===== src/rtl/morse_encoder.sv =====
// morse_encoder: packs five ASCII letters into an 80-bit Morse stream, one symbol or gap per clock.
// Optional MORSE_ENC_ERR_EN adds err and zeroes the frame when any letter is invalid.
module morse_encoder #(
    parameter int NUM_CHARS = 5,
    parameter int BITS_W = 80
) (
    input  logic                   clk,
    input  logic                   rst_n,
    input  logic                   start,
    input  logic [7*NUM_CHARS-1:0] in_text,
    output logic [BITS_W-1:0]      out_bits,
    output logic                   valid,
    output logic                   busy
`ifdef MORSE_ENC_ERR_EN
    ,
    output logic                   err
`endif
);
    typedef enum logic [1:0] {IDLE, SYM, GAP, DONE} state_t;

    state_t state;
    logic [6:0] ptr;
    logic [2:0] letter;
    logic [2:0] len;
    logic [3:0] pat;
    logic [7*NUM_CHARS-1:0] sh;

    function automatic logic invalid(input logic [6:0] c);
        return c < 7'h41 || c > 7'h5a;
    endfunction

    // {symbol count, symbols MSB-first with 1 = dash}; anything outside A-Z falls back to 'E'
    function automatic logic [6:0] code_of(input logic [6:0] c);
        logic [4:0] i;
        logic [6:0] r;
        i = 5'(c - 7'h41);
        case (i)
            5'd0:  r = 7'b010_0100;
            5'd1:  r = 7'b100_1000;
            5'd2:  r = 7'b100_1010;
            5'd3:  r = 7'b011_1000;
            5'd5:  r = 7'b100_0010;
            5'd6:  r = 7'b011_1100;
            5'd7:  r = 7'b100_0000;
            5'd8:  r = 7'b010_0000;
            5'd9:  r = 7'b100_0111;
            5'd10: r = 7'b011_1010;
            5'd11: r = 7'b100_0100;
            5'd12: r = 7'b010_1100;
            5'd13: r = 7'b010_1000;
            5'd14: r = 7'b011_1110;
            5'd15: r = 7'b100_0110;
            5'd16: r = 7'b100_1101;
            5'd17: r = 7'b011_0100;
            5'd18: r = 7'b011_0000;
            5'd19: r = 7'b001_1000;
            5'd20: r = 7'b011_0010;
            5'd21: r = 7'b100_0001;
            5'd22: r = 7'b011_0110;
            5'd23: r = 7'b100_1001;
            5'd24: r = 7'b100_1011;
            5'd25: r = 7'b100_1100;
            default: r = 7'b001_0000;
        endcase
        return invalid(c) ? 7'b001_0000 : r;
    endfunction

`ifdef MORSE_ENC_ERR_EN
    logic [7*NUM_CHARS-1:0] text;
    logic bad;
    always_comb begin
        bad = 1'b0;
        for (int i = 0; i < NUM_CHARS; i++) bad = bad | invalid(text[7*i +: 7]);
    end
`endif

    always_ff @(posedge clk or negedge rst_n) begin
        if (!rst_n) begin
            state    <= IDLE;
            out_bits <= '0;
            valid    <= 1'b0;
            busy     <= 1'b0;
            ptr      <= '0;
            letter   <= '0;
            len      <= '0;
            pat      <= '0;
            sh       <= '0;
`ifdef MORSE_ENC_ERR_EN
            text     <= '0;
            err      <= 1'b0;
`endif
        end else begin
            case (state)
                IDLE, DONE: if (start) begin
                    sh         <= {in_text[7*NUM_CHARS-8:0], 7'd0};
                    out_bits   <= '0;
                    ptr        <= 7'(BITS_W - 1);
                    letter     <= '0;
                    {len, pat} <= code_of(in_text[7*NUM_CHARS-1 -: 7]);
                    state      <= SYM;
                    valid      <= 1'b0;
                    busy       <= 1'b1;
`ifdef MORSE_ENC_ERR_EN
                    text       <= in_text;
                    err        <= 1'b0;
`endif
                end
                SYM: begin
                    if (pat[3]) begin
                        out_bits[ptr -: 4] <= 4'b1110;
                        ptr <= ptr - 7'd4;
                    end else begin
                        out_bits[ptr -: 2] <= 2'b10;
                        ptr <= ptr - 7'd2;
                    end
                    pat <= pat << 1;
                    len <= len - 3'd1;
                    if (len == 3'd1) state <= GAP;
                end
                GAP: begin
                    ptr <= ptr - 7'd2;
                    if (letter == 3'(NUM_CHARS - 1)) begin
                        state <= DONE;
                        valid <= 1'b1;
                        busy  <= 1'b0;
`ifdef MORSE_ENC_ERR_EN
                        err   <= bad;
                        if (bad) out_bits <= '0;
`endif
                    end else begin
                        letter     <= letter + 3'd1;
                        {len, pat} <= code_of(sh[7*NUM_CHARS-1 -: 7]);
                        sh         <= sh << 7;
                        state      <= SYM;
                    end
                end
                default: state <= IDLE;
            endcase
        end
    end
endmodule


===== config.mk =====
export PLATFORM = sky130hd
export DESIGN_NAME = morse_encoder
export DESIGN_NICKNAME = d
export VERILOG_FILES = /design/src/rtl/morse_encoder.sv
export SDC_FILE = /design/constraint.sdc
export NUM_CORES = 1
export LEC_CHECK = 0
export ABC_AREA = 1
export CORE_MARGIN = 4
export CORE_UTILIZATION = 60
export DETAILED_ROUTE_END_ITERATION = 7
export PLACE_DENSITY = 0.92
export SLEW_MARGIN = 0
export SYNTH_ARGS = -nofsm -noshare
export SYNTH_HDL_FRONTEND = slang
export SYNTH_SLANG_ARGS = --single-unit

===== constraint.sdc =====
create_clock -name clk -period 7.1 [get_ports clk]
set_clock_uncertainty 0.2 [all_clocks]
set_input_delay 1.42 -clock clk [delete_from_list [all_inputs] [get_ports clk]]
set_output_delay 1.42 -clock clk [all_outputs]
set_load 0.02 [all_outputs]

* Yosys cells after proc, flatten, opt, wreduce, memory -nomap -nowiden
Memories as Yosys holds them, arrays and structs flattened. Index checks and enable logic that the tools add are counted.
Word-level totals: logic and storage cells 78, output and inout port bits 82, memories kept 2, bits in read-only memories 448, input port bits 38, bits in registers 136
Memory list:
- (name not given) | depth 32, bits a word 7, rd ports 1, clocked after Yosys merged registers in 0, wr ports 0, line 37 | case (i)
- (name not given) | depth 32, bits a word 7, rd ports 1, clocked after Yosys merged registers in 0, wr ports 0, line 37
Cells by class: order comparisons 4, shifts and indexed selects 4, add/subtract/negate cells 7, equality and inequality tests 9, mux-type cells 32, reduce and logical (&&, ||, !) cells 11
Operators with widths (number):
- $bwmux W80 | 2
- $mux W80 | 2
- $pmux W80 S2 | 1
- $shift A4 B9 Y83 const A | 1
- $shiftx A4 B9 Y83 const A | 1
- $shift A2 B9 Y81 const A | 1
- $shiftx A2 B9 Y81 const A | 1
- $mux W35 | 2
- $pmux W35 S2 | 1
- $mux W7 | 4
- $pmux W7 S3 | 1
- $gt A7 B7 Y1 const B | 2
- $lt A7 B7 Y1 const B | 2
- $mux W3 | 4
- $pmux W4 S3 | 1
- $sub A5 B1 Y5 const B | 2
- $neg A7 Y9 | 1
- $pmux W3 S3 | 1
- $mux W4 | 2
- $ne A2 B2 Y1 const B | 4
- $sub A7 B2 Y7 const B | 1
- $sub A7 B3 Y7 const B | 1
- $mux W2 | 3
- $pmux W2 S3 | 1
- 15 further kinds | 25

* Depth between registers and ports, before layout
Gate-level depths: netlist of run 1.
depth after elaboration 5, gate-level depth with buffers 18, mapped depth without buffers 18

* Least setup slack after synthesis of run 1
No wires, ideal clock.
kind in2reg, start input port in_text[28], end register len[0], stages on the path 14, path buffers 0, data arrival time 2.766 ns, setup time 0.113 ns, setup slack 4.021 ns, data required time 6.787 ns, cell sequence inv_1 > ha_1 > nand2_1 > inv_1 > nor2_1 > nor2_1 > o21ai_0 > nand2_1 > nand2_1 > nand3_1 > nand2_1 > nand3_1 > nand2_1 > inv_1
On the way: cells in the longest elaborated chain, start to end 5, elaborated cells on any way between the ends 8, those cells by class add/sub: 1; order compare: 2; mux: 3; reduce/logical: 1; memory: 1
RTL lines:
- start, declared | line 10 | input logic [7*NUM_CHARS-1:0] in_text,
- $sub A5 B1 Y5, or another cell as far along | line 36 | i = 5'(c - 7'h41);
- $mem_v2 Z32 W7 / $logic_or A1 B1 Y1 (equally long branches)
- $mux W7 (*) | line 65 | return invalid(c) ? 7'b001_0000 : r;
- $mux W3 (*) | line 94 | IDLE, DONE: if (start) begin
- $pmux W3 S3 (*) | line 93 | case (state)
- end signal, assigned | line 99 | {len, pat} <= code_of(in_text[7*NUM_CHARS-1 -: 7]);
- end signal, assigned | line 117 | len <= len - 3'd1;
- end signal, assigned | line 132 | {len, pat} <= code_of(sh[7*NUM_CHARS-1 -: 7]);
- end, declared | line 24 | logic [2:0] len;
Every way passes the cells marked *; elsewhere a longest branch is shown, timed or not. The select of a mux whose other input is x is not followed. A chain may end at the register's enable or synchronous reset.

* Worst setup path in the final report of run 1
start register state[1], end register out_bits[37]
On the way: cells in the longest elaborated chain, start to end 4, elaborated cells on any way between the ends 8, those cells by class eq/ne: 3; mux: 1; reduce/logical: 4
RTL lines:
- start, declared | line 21 | state_t state;
- start signal, assigned | line 79 | state <= IDLE;
- start signal, assigned | line 100 | state <= SYM;
- start signal, assigned | line 118 | if (len == 3'd1) state <= GAP;
- $eq A2 B2 Y1 / $logic_not A2 Y1 (equally long branches) | line 93
- $reduce_or A2 Y1 | line 93
- $ne A2 B2 Y1 (no line) / $reduce_bool A2 Y1 (equally long branches)
- $reduce_and A2 Y1 (no line)
- end signal, assigned | line 96 | out_bits <= '0;
- end signal, assigned by index | line 110 | out_bits[ptr -: 4] <= 4'b1110;
- end signal, assigned by index | line 113 | out_bits[ptr -: 2] <= 2'b10;
- end, declared | line 11 | output logic [BITS_W-1:0] out_bits,
Parallel ways exist; a longest one is shown, timed or not.

==> impl_metrics.toml, run 1 <==
[logic_synthesis]
avgSynthCellArea_um2 = 6.21
syn_nets = 1734
ys_warn_count = 0
synthesis.area_mm2 = 0.0104
ys_seq_area_frac = 0.311
ys_seq_elements = 129
synth_cell_types = 45
syn-instance-count = 1671

[die]
die_y_um = 140
ioPinCount = 120
rows = 47
coreArea_mm2 = 0.0168
dieArea_mm2 = 0.0195
die_w_um = 140
initial_utilization = 0.620

[clock_network]
cts_tree = "yes"
cts_root_buf = "clkbuf_16"
clockBufferDepth = 2
cts_hold_buf = 0
cts_buffers = 17
insertion_delay_ns = 0.43
clk_transition_reported_paths_ns = 0.07
post_cts_buffers = 0
cts_num_sinks = 129
post_cts_resized = 0
htreeDepth = 4

[placement]
dp_hpwl_um = 22400
dp_cells = 1941
place_congestion = 0.965
portBuffers = 119
place_worst_setup_slack_ns = 3.02
placed_area_mm2 = 0.0115

[grt]
grt_pass1_wl_um = 54100
overflow = 0
grt_max_degree = 81
antenna_found_initial = 0
grt_usage = 0.335
grt_pass1_vias = 11200

[hold_path]
hold_path.class = "register to register"

[setup_path]
path_common_cell = "inv_2"
worstPathRequired_ns = 7.21
cp_num_buf_inv = 4
critPathTopFamily = "buffers and inverters"
critical-path-max-stage-delay_ns = 0.84
worst_setup_path_start_kind = "register"
path_max_fanout = 55
crit_path_cell_trace = "inv_1 -> ha_1 -> inv_2 -> nor2_1 -> a21oi_2 -> buf_4 -> inv_2 -> o21ai_0 -> nand2_1 -> o21ai_1"
crit_path_end_kind = "register"
arrival_ns = 4.08
worstSetupPathType = "register to register"
cpMaxStageDelayCell = "inv_2"

[sta]
tightestPinTransition_ns = 1.11
setup_tns_ns = 0
setup_viol = 0
postLayoutSetupSlackWorst_ns = 3.13
period_needed_ns = 3.97
fin_crit_sh = 0.559
slew_headroom = 0.257
hold_violations = 0
rsz0062_at_grt = "false"
fmax_mhz = 252
hold_ws_ns = 0.278
slew_violations = 0

[layout]
area_growth_pct = 16.2
multi_input_area_mm2 = 0.00618
finalNonFillerCells = 1973
n_antenna_cell = 0
fill_cells = 1457
utilization = 0.720
seq_area_mm2 = 0.00323
fin_area_mm2 = 0.0121
fin_nets = 1803
drive_above_1_share = 0.0582

[detailed_routing]
via_per_inst = 6.04
finalWirelength_um = 33200
firstDrtPassIters = 7
drtIter0Drc = 1464
wire_per_inst_um = 16.8
drc = 0
postRouteAntennaNets = 0
vias = 11900

[outcome]
outcome = "completed"

[flow_run]
maxCapViolCount = 0

[power_and_ir_drop]
peakVddDrop_v = 0.000246
p_leak_nw = 5.53
p_per_area_mw_per_mm2 = 438
power.total_mw = 5.29
## routing by layer
| layer | part of all wire | GRT usage | up-vias |
|---|---|---|---|
| met3 | 0.13 | 0.0786 | 131 |
| li1 | - | - | 5603 |
| met5 | 0 | 0 | - |
| met4 | 0.029 | 0.124 | 0 |
| met1 | 0.40 | 0.458 | 5317 |
| met2 | 0.44 | 0.521 | 865 |
## registers in the layout, indices dropped and copies added, names as in the netlist
name and cells:
ptr 7, valid 1, state 2, pat 4, busy 1, out_bits 80
len 3, letter 3, sh 28
## worst reg2reg max path, stage by stage, from the launching register on
cell,delay (ns)
dfrtp_1,0.38
inv_1,0.10
ha_1,0.64
inv_2,0.28
nor2_1,0.51
a21oi_2,0.05
buf_4,0.31
inv_2,0.85
o21ai_0,0.33
nand2_1,0.12
o21ai_1,0.07
## cell usage in the layout, fill, tap and decap left out, drive strengths merged, types with 5 or more instances in the layout
master,n
dfrtp,129
clkdlybuf4s50,118
nand2,562
o211ai,9
nand3,161
o22ai,7
or2,5
buf,10
nor3,10
xor2,5
nor2,222
a22o,7
o21ai,167
inv,150
a31oi,26
ha,25
clkbuf,17
a21oi,72
nand3b,5
nand4,25
## Yosys cell counts
cell / n / share of area
o2111ai_1: 1 / 0.00084
nor3_2: 1 / 0.00096
nand2_1: 552 / 0.20
nor3_1: 9 / 0.0043
inv_2: 17 / 0.0061
nand2_2: 7 / 0.0042
a211oi_1: 1 / 0.00072
buf_2: 24 / 0.012
nand3_2: 2 / 0.0019
o21bai_1: 1 / 0.00072
o32ai_1: 1 / 0.00084
o211ai_1: 9 / 0.0065
o31ai_1: 1 / 0.00072
and2_1: 1 / 0.00060
o21ai_1: 60 / 0.029
nand4_1: 25 / 0.015
dfrtp_1: 129 / 0.31
or2_2: 5 / 0.0030
nor2_1: 202 / 0.073
nor2_4: 8 / 0.0087
a21oi_1: 71 / 0.034
nand3_1: 159 / 0.077
nor4_1: 1 / 0.00060
o21ai_2: 2 / 0.0017
nor2_2: 12 / 0.0072
a21boi_0: 1 / 0.00072
o21a_1: 1 / 0.00072
buf_6: 10 / 0.011
a31oi_1: 26 / 0.016
inv_4: 1 / 0.00060
a21oi_2: 1 / 0.00084
o311ai_0: 1 / 0.00084
o22ai_1: 7 / 0.0042
inv_1: 123 / 0.044
buf_4: 14 / 0.010
buf_1: 7 / 0.0025
xor2_1: 5 / 0.0042
a22oi_1: 3 / 0.0022
ha_1: 25 / 0.030
nand3b_1: 5 / 0.0036
clkbuf_1: 23 / 0.0083
a22o_1: 7 / 0.0059
nand2_4: 3 / 0.0033
clkinv_1: 2 / 0.00072
o21ai_0: 105 / 0.051
## path summary, 6_finish.rpt
path | start | endpoint | slack, ns | cells past startpoint
setup / recovery | state[1]$_DFFE_PN0P_ | out_bits[37]$_DFFE_PN0P_ | 3.13 | 10
setup reg to reg | state[1]$_DFFE_PN0P_ | out_bits[37]$_DFFE_PN0P_ | 3.13 | 10
hold / removal | out_bits[59]$_DFFE_PN0P_ | out_bits[59]$_DFFE_PN0P_ | 0.28 | 2
min in group asynchronous | rst_n | out_bits[45]$_DFFE_PN0P_ | 0.82 | 1
max in group asynchronous | rst_n | out_bits[52]$_DFFE_PN0P_ | 4.40 | 2
hold reg to reg | out_bits[59]$_DFFE_PN0P_ | out_bits[59]$_DFFE_PN0P_ | 0.28 | 2
## power breakdown
group	total, mW	switching, mW	internal (mW)
combinational	3.32	2.42	0.901
sequential	1.07	0.146	0.920
clock	0.907	0.379	0.528
total	5.29	2.94	2.35
## cell families (layout without fill, tap and decap cells)
| kind of cell | Yosys count | in the layout | synth area share |
|---|---|---|---|
| buffers and inverters | 221 | 303 | 0.0953 |
| adders and majority gates | 25 | 25 | 0.0301 |
| DFF | 129 | 129 | 0.311 |
| AOI/OAI and AO/OA | 299 | 299 | 0.157 |
| xor gates and xnor gates | 5 | 5 | 0.00422 |
| and+or+nand+nor | 992 | 992 | 0.403 |
## cell type report
type,count,share of cell area
sequential,129,0.267
tap,220,0.0228
inverter,143,0.0447
multi-input combinational,1321,0.512
timing repair buffer,128,0.104
clock inverter,15,0.0142
clock buffer,17,0.0352
Note: power is estimated with default switching activity, not from simulation.
==> run 2, diff against run 1 <==
- CORE_UTILIZATION: 60 -> 58
- PLACE_DENSITY: 0.92 -> 0.89
- clock period: 7.1 -> 3.9 ns (I/O delays scaled with it)
==> run 2 against run 1 <==
  * First-iteration DRC count is 1.6% lower
  * Total power is 83% higher
  * Fmax grew 21%
  * Register-to-register slack worse by 2.5 ns
  * Utilization decreased by 1.8 points
  * Sequential cell count unchanged
  * Via count fell by 0.57%
  * Cell count up 0.96%
  * Die area is 3.3% higher
  * Combinational power grew 85%
  * Non-clock buffer count rose by 14
==> impl_metrics.toml, run 2 (synthesis gave the netlist of run 1 again) <==
[layout]
reg_top3 = "out_bits: 80 flops, sh: 28 flops, ptr: 7 flops"
drive_above_1_share = 0.0656
fill_cells = 1490
multi_input_area_mm2 = 0.00618
seq_area_mm2 = 0.00323
area_growth_pct = 17.7
mostFrequentLayoutCells = "nand2_1 (552), nor2_1 (202), nand3_1 (159)"
fin_nets = 1817
largest_reg_flops = 80
n_antenna_cell = 0
final_common_cell = "nand2_1"
top_register = "out_bits"
fin_area_mm2 = 0.0122

[detailed_routing]
drc = 0
vias = 11800
postRouteAntennaNets = 0
firstDrtPassIters = 6
via_per_inst = 5.95
finalWirelength_um = 33000
drtIter0Drc = 1441
wire_per_inst_um = 16.6

[sta]
slew_violations = 0
rsz0062_at_grt = "false"
postLayoutSetupSlackWorst_ns = 0.611
setup_tns_ns = 0
fin_crit_sh = 0.843
setup_viol = 0
fmax_mhz = 304
period_needed_ns = 3.29
tightestPinTransition_ns = 0.747
hold_violations = 0
slew_headroom = 0.501
hold_ws_ns = 0.200

[grt]
antenna_found_initial = 0
grt_pass1_wl_um = 53200
grt_pass1_vias = 10800
grt_max_degree = 62
overflow = 0
use_met1 = 0.451
grt_usage = 0.324
busiest_layer = "met2"
grtUsageMet3 = 0.0870
met2_usage = 0.495

[setup_path]
worst_setup_path_start_kind = "register"
arrival_ns = 3.44
path_max_fanout = 38
crit_path_end_kind = "register"
r2r_cells = 12
worstPathRequired_ns = 4.05
worstSetupPathType = "register to register"

[placement]
portBuffers = 119
place_congestion = 1.00
place_worst_setup_slack_ns = 0.591
dp_hpwl_um = 22800
placed_area_mm2 = 0.0116

[power_and_ir_drop]
power.total_mw = 9.70
p_per_area_mw_per_mm2 = 794
p_leak_nw = 5.63
peakVddDrop_v = 0.000524

[outcome]
outcome = "completed"

[clock_network]
htreeDepth = 4
post_cts_resized = 0
cts_root_buf = "clkbuf_16"
cts_num_sinks = 129
cts_tree = "yes"
clockBufferDepth = 2
insertion_delay_ns = 0.43
clk_transition_reported_paths_ns = 0.06
cts_buffers = 17
post_cts_buffers = 0
cts_hold_buf = 0

[die]
rows = 48
initial_utilization = 0.596
coreArea_mm2 = 0.0174
die_w_um = 142
die_y_um = 142
dieArea_mm2 = 0.0201
ioPinCount = 120

[flow_run]
maxCapViolCount = 0

[hold_path]
hold_path.class = "input pin to asynchronous set/reset pin"
run 2: critical path: stages, from the launching register on:
cell and delay [ns]:
dfrtp_1 0.40, inv_1 0.17, ha_1 0.31, nand2_1 0.11, nand2_1 0.08, nand2_2 0.20
inv_2 0.62, nand2_2 0.33, inv_1 0.28, nand2_1 0.14, o21ai_0 0.17, inv_1 0.05
o21ai_1 0.13
run 2: layer usage:
layer	vias to the layer above	part of all wire
li1	5633	-
met2	751	0.44
met3	115	0.12
met1	5349	0.42
met4	0	0.026
met5	-	0
run 2: power by group:
| group | total, mW | internal, mW | switching (mW) |
|---|---|---|---|
| sequential | 1.93 | 1.67 | 0.260 |
| clock | 1.62 | 0.910 | 0.707 |
| combinational | 6.15 | 1.74 | 4.41 |
run 2: worst paths after layout:
| path | slack, ns | from | endpoint |
|---|---|---|---|
| max in group asynchronous | 2.52 | rst_n | out_bits[74]$_DFFE_PN0P_ |
| setup reg to reg | 0.61 | ptr[2]$_DFFE_PN0N_ | out_bits[72]$_DFFE_PN0P_ |
| setup / recovery | 0.61 | ptr[2]$_DFFE_PN0N_ | out_bits[72]$_DFFE_PN0P_ |
| hold / removal | 0.20 | rst_n | out_bits[61]$_DFFE_PN0P_ |
| hold reg to reg | 0.28 | out_bits[27]$_DFFE_PN0P_ | out_bits[27]$_DFFE_PN0P_ |
| min in group clk | 0.28 | out_bits[27]$_DFFE_PN0P_ | out_bits[27]$_DFFE_PN0P_ |
run 2: layout make-up:
type                            instances  share of cell area
Inverter                              143              0.0441
Clock buffer                           17              0.0348
Sequential cell                       129               0.264
Multi-Input combinational cell       1321               0.505
Clock inverter                         15              0.0134
Timing Repair Buffer                  142               0.115
Tap cell                              225              0.0230
run 2: through the flow:
stage / cells / util
2_1_floorplan: 1671 / -
3_3_place_gp: 1960 / 0.668
3_5_place_dp: 1960 / 0.668
4_1_cts: 1992 / 0.702
5_1_grt: 1992 / 0.702
6_report: 1992 / 0.702
